<file path="config.mk">
export PLATFORM = sky130hd
export DESIGN_NAME = binary2excess3_multi
export DESIGN_NICKNAME = d
export VERILOG_FILES = /design/src/rtl/binary2excess3_multi.sv
export SDC_FILE = /design/constraint.sdc
export NUM_CORES = 1
export LEC_CHECK = 0
export CORE_ASPECT_RATIO = 0.8
export CORE_MARGIN = 2
export CORE_UTILIZATION = 55
export CTS_CLUSTER_SIZE = 14
export DETAILED_ROUTE_END_ITERATION = 10
export GPL_TIMING_DRIVEN = 0
export PLACE_DENSITY = 0.8
export SYNTH_ARGS = -nofsm -noshare
export SYNTH_HDL_FRONTEND = slang
export SYNTH_SLANG_ARGS = --single-unit
</file>
<file path="constraint.sdc">
create_clock -name clk -period 2.9 [get_ports clk]
set_clock_uncertainty 0.2 [all_clocks]
set_input_delay 0.58 -clock clk [delete_from_list [all_inputs] [get_ports clk]]
set_output_delay 0.58 -clock clk [all_outputs]
set_load 0.005 [all_outputs]
</file>
<file path="src/rtl/binary2excess3_multi.sv">
// Sequential binary-to-BCD/excess-3 converter: one double-dabble iteration per clock,
// with a valid/ready handshake on both the input and the output.
module binary2excess3_multi #(
  parameter int unsigned WIDTH  = 8,
  parameter int unsigned DIGITS = 3
) (
  input  logic                  clk,
  input  logic                  rst,
  input  logic                  in_valid,
  output logic                  in_ready,
  input  logic [WIDTH-1:0]      bin_in,
  input  logic                  mode,
  output logic                  out_valid,
  input  logic                  out_ready,
  output logic [4*DIGITS-1:0]   code_out,
  output logic                  busy
);

  localparam int unsigned CntW = $clog2(WIDTH + 1);
  localparam int unsigned AccW = 4 * DIGITS;

  typedef enum logic [1:0] {StIdle, StShift, StDone} state_e;

  state_e            state_q, state_d;
  logic [WIDTH-1:0]  sr_q, sr_d;
  logic [AccW-1:0]   acc_q, acc_d;
  logic [CntW-1:0]   cnt_q, cnt_d;
  logic              mode_q, mode_d;
  logic [AccW-1:0]   code_q, code_d;

  logic [AccW-1:0]   acc_adj;
  logic [AccW-1:0]   acc_shift;
  logic [AccW-1:0]   code_fin;

  // Datapath for one iteration, plus the final result in the captured output code.
  always_comb begin
    acc_adj = acc_q;
    for (int i = 0; i < int'(DIGITS); i++) begin
      if (acc_q[4*i +: 4] >= 4'd5) begin
        acc_adj[4*i +: 4] = acc_q[4*i +: 4] + 4'd3;
      end
    end
    acc_shift = {acc_adj[AccW-2:0], sr_q[WIDTH-1]};
    code_fin  = acc_shift;
    for (int i = 0; i < int'(DIGITS); i++) begin
      if (mode_q) begin
        code_fin[4*i +: 4] = acc_shift[4*i +: 4] + 4'd3;
      end
    end
  end

  always_comb begin
    state_d = state_q;
    sr_d    = sr_q;
    acc_d   = acc_q;
    cnt_d   = cnt_q;
    mode_d  = mode_q;
    code_d  = code_q;
    unique case (state_q)
      StIdle: begin
        if (in_valid) begin
          sr_d    = bin_in;
          mode_d  = mode;
          acc_d   = '0;
          cnt_d   = '0;
          state_d = StShift;
        end
      end
      StShift: begin
        acc_d = acc_shift;
        sr_d  = sr_q << 1;
        cnt_d = cnt_q + CntW'(1);
        // This edge performs the last iteration, so the result is final now.
        if (cnt_q == CntW'(WIDTH - 1)) begin
          code_d  = code_fin;
          state_d = StDone;
        end
      end
      StDone: begin
        if (out_ready) begin
          state_d = StIdle;
        end
      end
      default: state_d = StIdle;
    endcase
  end

  always_ff @(posedge clk or posedge rst) begin
    if (rst) begin
      state_q <= StIdle;
      sr_q    <= '0;
      acc_q   <= '0;
      cnt_q   <= '0;
      mode_q  <= 1'b0;
      code_q  <= '0;
    end else begin
      state_q <= state_d;
      sr_q    <= sr_d;
      acc_q   <= acc_d;
      cnt_q   <= cnt_d;
      mode_q  <= mode_d;
      code_q  <= code_d;
    end
  end

  assign in_ready  = (state_q == StIdle);
  assign busy      = (state_q == StShift);
  assign out_valid = (state_q == StDone);
  assign code_out  = code_q;

endmodule

</file>
=== Yosys cells after proc, flatten, opt, wreduce, memory -nomap -nowiden ===
Cells that the tools add are included.

* Register bits after elaboration: 39
* Output and inout bits: 15
* Word-level logic and storage cells: 44
* Input bits: 13

* $lt $le $gt $ge: 3
* $add $sub $neg: 7
* Muxes and demuxes: 16
* Reductions and logical operators: 6
* Equal/unequal tests: 6

{| class="wikitable"
|+ Operator list
! kind !! count
|-
| $mux W4 || 6
|-
| $pmux W12 S2 || 1
|-
| $add A4 B2 Y4 const B || 5
|-
| $pmux W8 S2 || 1
|-
| $ge A4 B3 Y1 const B || 3
|-
| $mux W12 || 1
|-
| $mux W8 || 1
|-
| $pmux W4 S2 || 1
|-
| $mux W2 || 3
|-
| $pmux W2 S3 || 1
|-
| $reduce_and A2 Y1 || 3
|-
| $add A4 B1 Y4 const B || 1
|-
| $eq A4 B3 Y1 const B || 1
|-
| $ne A2 B1 Y1 const B || 2
|-
| $add A3 B2 Y3 const B || 1
|-
| $mux W3 || 1
|-
| $reduce_and A3 Y1 || 1
|-
| $eq A2 B1 Y1 const B || 1
|-
| $eq A2 B2 Y1 const B || 1
|-
| $logic_not A2 Y1 || 1
|-
| $ne A2 B2 Y1 const B || 1
|-
| $reduce_bool A2 Y1 || 1
|}

=== Depth between registers and ports, before layout ===
* Depth in word-level cells: 4
* Depth in mapped cells: 9
* Depth with buffers taken out: 9

=== Worst setup path before layout ===
OpenSTA, ideal clock, no wires.

* Path type: register -> register
* From: reg acc_q[1]
* To: reg code_q[3], in the netlist code_out[3]
* Cell stages (with the launch flop): 8
* Buffers on the path: 0
* Library setup time: 0.131 ns
* Period minus slack after synthesis: 2.179 ns
* Setup slack: 0.721 ns
* Data required time: 2.569 ns
* Data arrival time: 1.848 ns
* Cells stage by stage: dfrtp_1 inv_1 ha_1 nand2b_1 and3_4 a2111oi_4 a211oi_1 or3b_1

* Word-level cells in the longest chain between the ends: 4
* Elaborated cells between the ends (all ways): 5
* Those cells by class: add/sub: 2; order compare: 1; mux: 2

{| class="wikitable"
|+ Ends and longest elaborated chain
! element !! line !! source
|-
| start: declaration || 26 || <nowiki>logic [AccW-1:0] acc_q, acc_d;</nowiki>
|-
| start signal: assignment || 92 || <nowiki>acc_q <= '0;</nowiki>
|-
| start signal: assignment || 99 || <nowiki>acc_q <= acc_d;</nowiki>
|-
| $add A4 B2 Y4 / $ge A4 B3 Y1 (equally long branches) || 40, 39 ||
|-
| $mux W4 * || 39 || <nowiki>if (acc_q[4*i +: 4] >= 4'd5) begin</nowiki>
|-
| $add A4 B2 Y4 || 47 || <nowiki>code_fin[4*i +: 4] = acc_shift[4*i +: 4] + 4'd3;</nowiki>
|-
| $mux W4 * || 46 || <nowiki>if (mode_q) begin</nowiki>
|-
| end signal: assignment || 102 || <nowiki>code_q <= code_d;</nowiki>
|-
| end: declaration || 29 || <nowiki>logic [AccW-1:0] code_q, code_d;</nowiki>
|}

Every way passes the cells marked *; elsewhere a longest branch is shown, timed or not.
A chain may end at the register's enable or synchronous reset.

=== Worst setup path after layout ===
* From: reg state_q[1]
* To: out busy

* Word-level cells in the longest chain between the ends: 1

{| class="wikitable"
|+ Ends and longest elaborated chain
! element !! line !! source
|-
| start: declaration || 24 || <nowiki>state_e state_q, state_d;</nowiki>
|-
| start signal: assignment || 90 || <nowiki>state_q <= StIdle;</nowiki>
|-
| start signal: assignment || 97 || <nowiki>state_q <= state_d;</nowiki>
|-
| $eq A2 B1 Y1 || 107 || <nowiki>assign busy = (state_q == StShift);</nowiki>
|-
| end: declaration || 16 || <nowiki>output logic busy</nowiki>
|}

Every way passes these cells.

==> run metrics <==
DR WL/cell=13.94 um; Startpoint Class=flip-flop; setup ws final=63.34 ps; Synth Warn #=0; Die H=59.93 um; n_diodes=0; H-tree levels=2; Rel. slew slack=46.16%; PostCTS Resize Cnt=0; initial antenna violation count=0; max cap viols=0; routed vias/inst=5.539; number of global-route vias before repair=1,691; final setup fails=0; CP Class=reg -> out; Max rail drop VDD=0.6673 mV; pre-CTS WS=410.0 ps; layout cell share with drive strength beyond 1=8.582%; RSZ-0062 raised after global routing=false; clk sinks=39; CTS Hold Buffers Added=0; r2r setup slk=460 ps; drt drc=0; IO Port Bufs=27; setup tns final=0 ps; status=finished, final reports clean; Worst Tran Pin Value=806.4 ps; Flop pwr share=31.1%; drt pass-1 iters=4; Die Width=73.92 um; commonest register cell after synthesis=dfrtp_1; post-DP HPWL=3088 um; Clock Tree Buf Depth=2; CTS tree=done; Power Density=1221 nW/um2; crit path capture type=primary output; synthesized area=2151 um2; CP arrival=2060 ps; post-synthesis sequential area ratio=45.38%; asr flop ratio synth=100.0%; GP Congestion=0.8427; Fin. Hold Viols=0; post-synth top area cell=dfrtp_1; CP Data Required Time=2120 ps; Mapped Cells=233; core region area=3779 um2; grt total ovfl=0; post-CTS setup buffers=0; Final #Nets=289; Starting Density=56.92%; Syn Nets=255; Net Sw Power=1.312 mW; Detailed Route Iter0 Violations=56; vias post-DR=1,789; TritonCTS buffer count=5; Power Internal=1.872 mW; period utilization=97.82%; CTS clock-pin slew for the worst setup and hold paths=80 ps; Max FO, Critical Path=10; Area Overhead vs Synth=21.23%; Yosys top cell area share=45.38%; num rows=20; Max Slew Vio Count=0; largest net degree at the start of global routing=40; Switching Share=41.20%; crit path time final=2837 ps; clock share of power=14.8%; Unique masters post-synth=41; die area=4430 um2; DRT antenna net count=0; io pins=28; first-pass GRT wire length=7900 um; Lkg Pwr=1.138 nW; average size of a mapped cell=9.231 um2; WL final=4504 um; Fmax=352.5 MHz; Post-synth EDFFs=0; min-delay worst type=reg -> reg; Area contributors post-synth=dfrtp_1, ha_1, nand2_1, o21ai_0, nor2_1; Global Route Usage Sum=23.78%; Comb power frac=54.1%; CTS root buf=clkbuf_8; worst skew pair latency=300 ps; flops & latches, synth=39
[cell families (layout without fill, tap and decap cells)]
logic type / Yosys count / in the layout / synth area share (%)
multiplexers: 4 / 4 / 2.618
flip-flops: 39 / 39 / 45.38
AO/OA/AOI/OAI: 65 / 65 / 19.95
XOR/XNOR: 8 / 8 / 3.258
buffers and inverters: 26 / 61 / 4.654
adder cells (fa/ha/maj): 9 / 9 / 5.236
AND/OR/NAND/NOR: 82 / 82 / 18.91
[critical path, stage by stage, from the launching register on]
cell	delay (ps)
dfrtp_1	390
nand2b_1	220
inv_2	100
clkbuf_1	440
clkdlybuf4s50_1	610
[cell type report]
class,instances,area (um2)
inverters,14,52.55
fillers,310,1171
plain buffers,12,47.55
repair buffers,27,270.3
clock buffers,6,82.58
clock inverters,2,35.03
multi-input cells,168,1075
flip-flops and latches,39,975.9
well taps,55,68.82
[cells in the mapped netlist (2+ instances only)]
cell type  instances
dfrtp_1           39
nand2_1           25
nor2_1            22
o21ai_0           18
nand3_1           13
o21ai_1           13
inv_1             12
clkbuf_1          10
ha_1               9
xnor2_1            8
a21oi_1            7
o22ai_1            7
nand2b_1           6
nor3b_1            4
a32o_1             3
mux2_2             3
o31ai_1            3
a211o_1            2
a21o_1             2
a221oi_1           2
buf_2              2
inv_2              2
o211ai_1           2
or4b_1             2
[registers in the layout (all words and copies together), names as in the netlist]
name and cells:
sr_q 8, acc_q 12, cnt_q 4, mode_q 1, code_out 12, state_q 2
[routing by layer]
| layer | GRT usage [%] | up-vias | share of wire (%) |
|---|---|---|---|
| li1 | - | 890 | - |
| met3 | 6.745 | 8 | 4.3 |
| met2 | 36.48 | 32 | 45 |
| met4 | 7.792 | 0 | 1.4 |
| met1 | 32.68 | 859 | 50 |
| met5 | 0 | - | 0 |
[final timing paths]
kind	start	endpoint	cells after the start
max	state_q[1]	busy	4
min in group asynchronous	rst	sr_q[4]	2
max in group asynchronous	rst	acc_q[6]	2
min	code_out[11]	code_out[11]	2
max reg2reg	acc_q[0]	code_out[3]	7
min reg2reg	code_out[11]	code_out[11]	2
[cell usage in the layout, fill, tap and decap left out, drive strengths merged, types with 3 or more instances in the layout]
cell,n
a21oi,8
dfrtp,39
ha,9
o21ai,31
nand2b,6
nor3b,4
xnor2,8
clkdlybuf4s50,27
o31ai,3
nand3,13
nand2,25
inv,14
a32o,3
mux2,3
o22ai,7
nor2,22
clkbuf,16
[through the flow]
step                power, mW  std cells  cell area, um2  utilization, %  hold WS [ps]
floorplan               2.224        233            2151               -         249.7
finish                  3.184        323            2608           69.01         279.8
global placement        2.658        315            2490           65.89         262.7
global route            3.491        323            2608           69.01         316.1
CTS                     3.196        323            2608           69.01         289.9
detailed placement      2.706        315            2490           65.89         272.9
[power groups by stage]
stage	registers [mW]	clock network, mW	logic [mW]
floorplan	0.956	0	1.27
global placement	0.988	0	1.67
detailed placement	0.994	0	1.71
CTS	0.987	0.482	1.73
global route	1.02	0.506	1.96
finish	0.989	0.472	1.72
(Power assumes the default switching activity.)
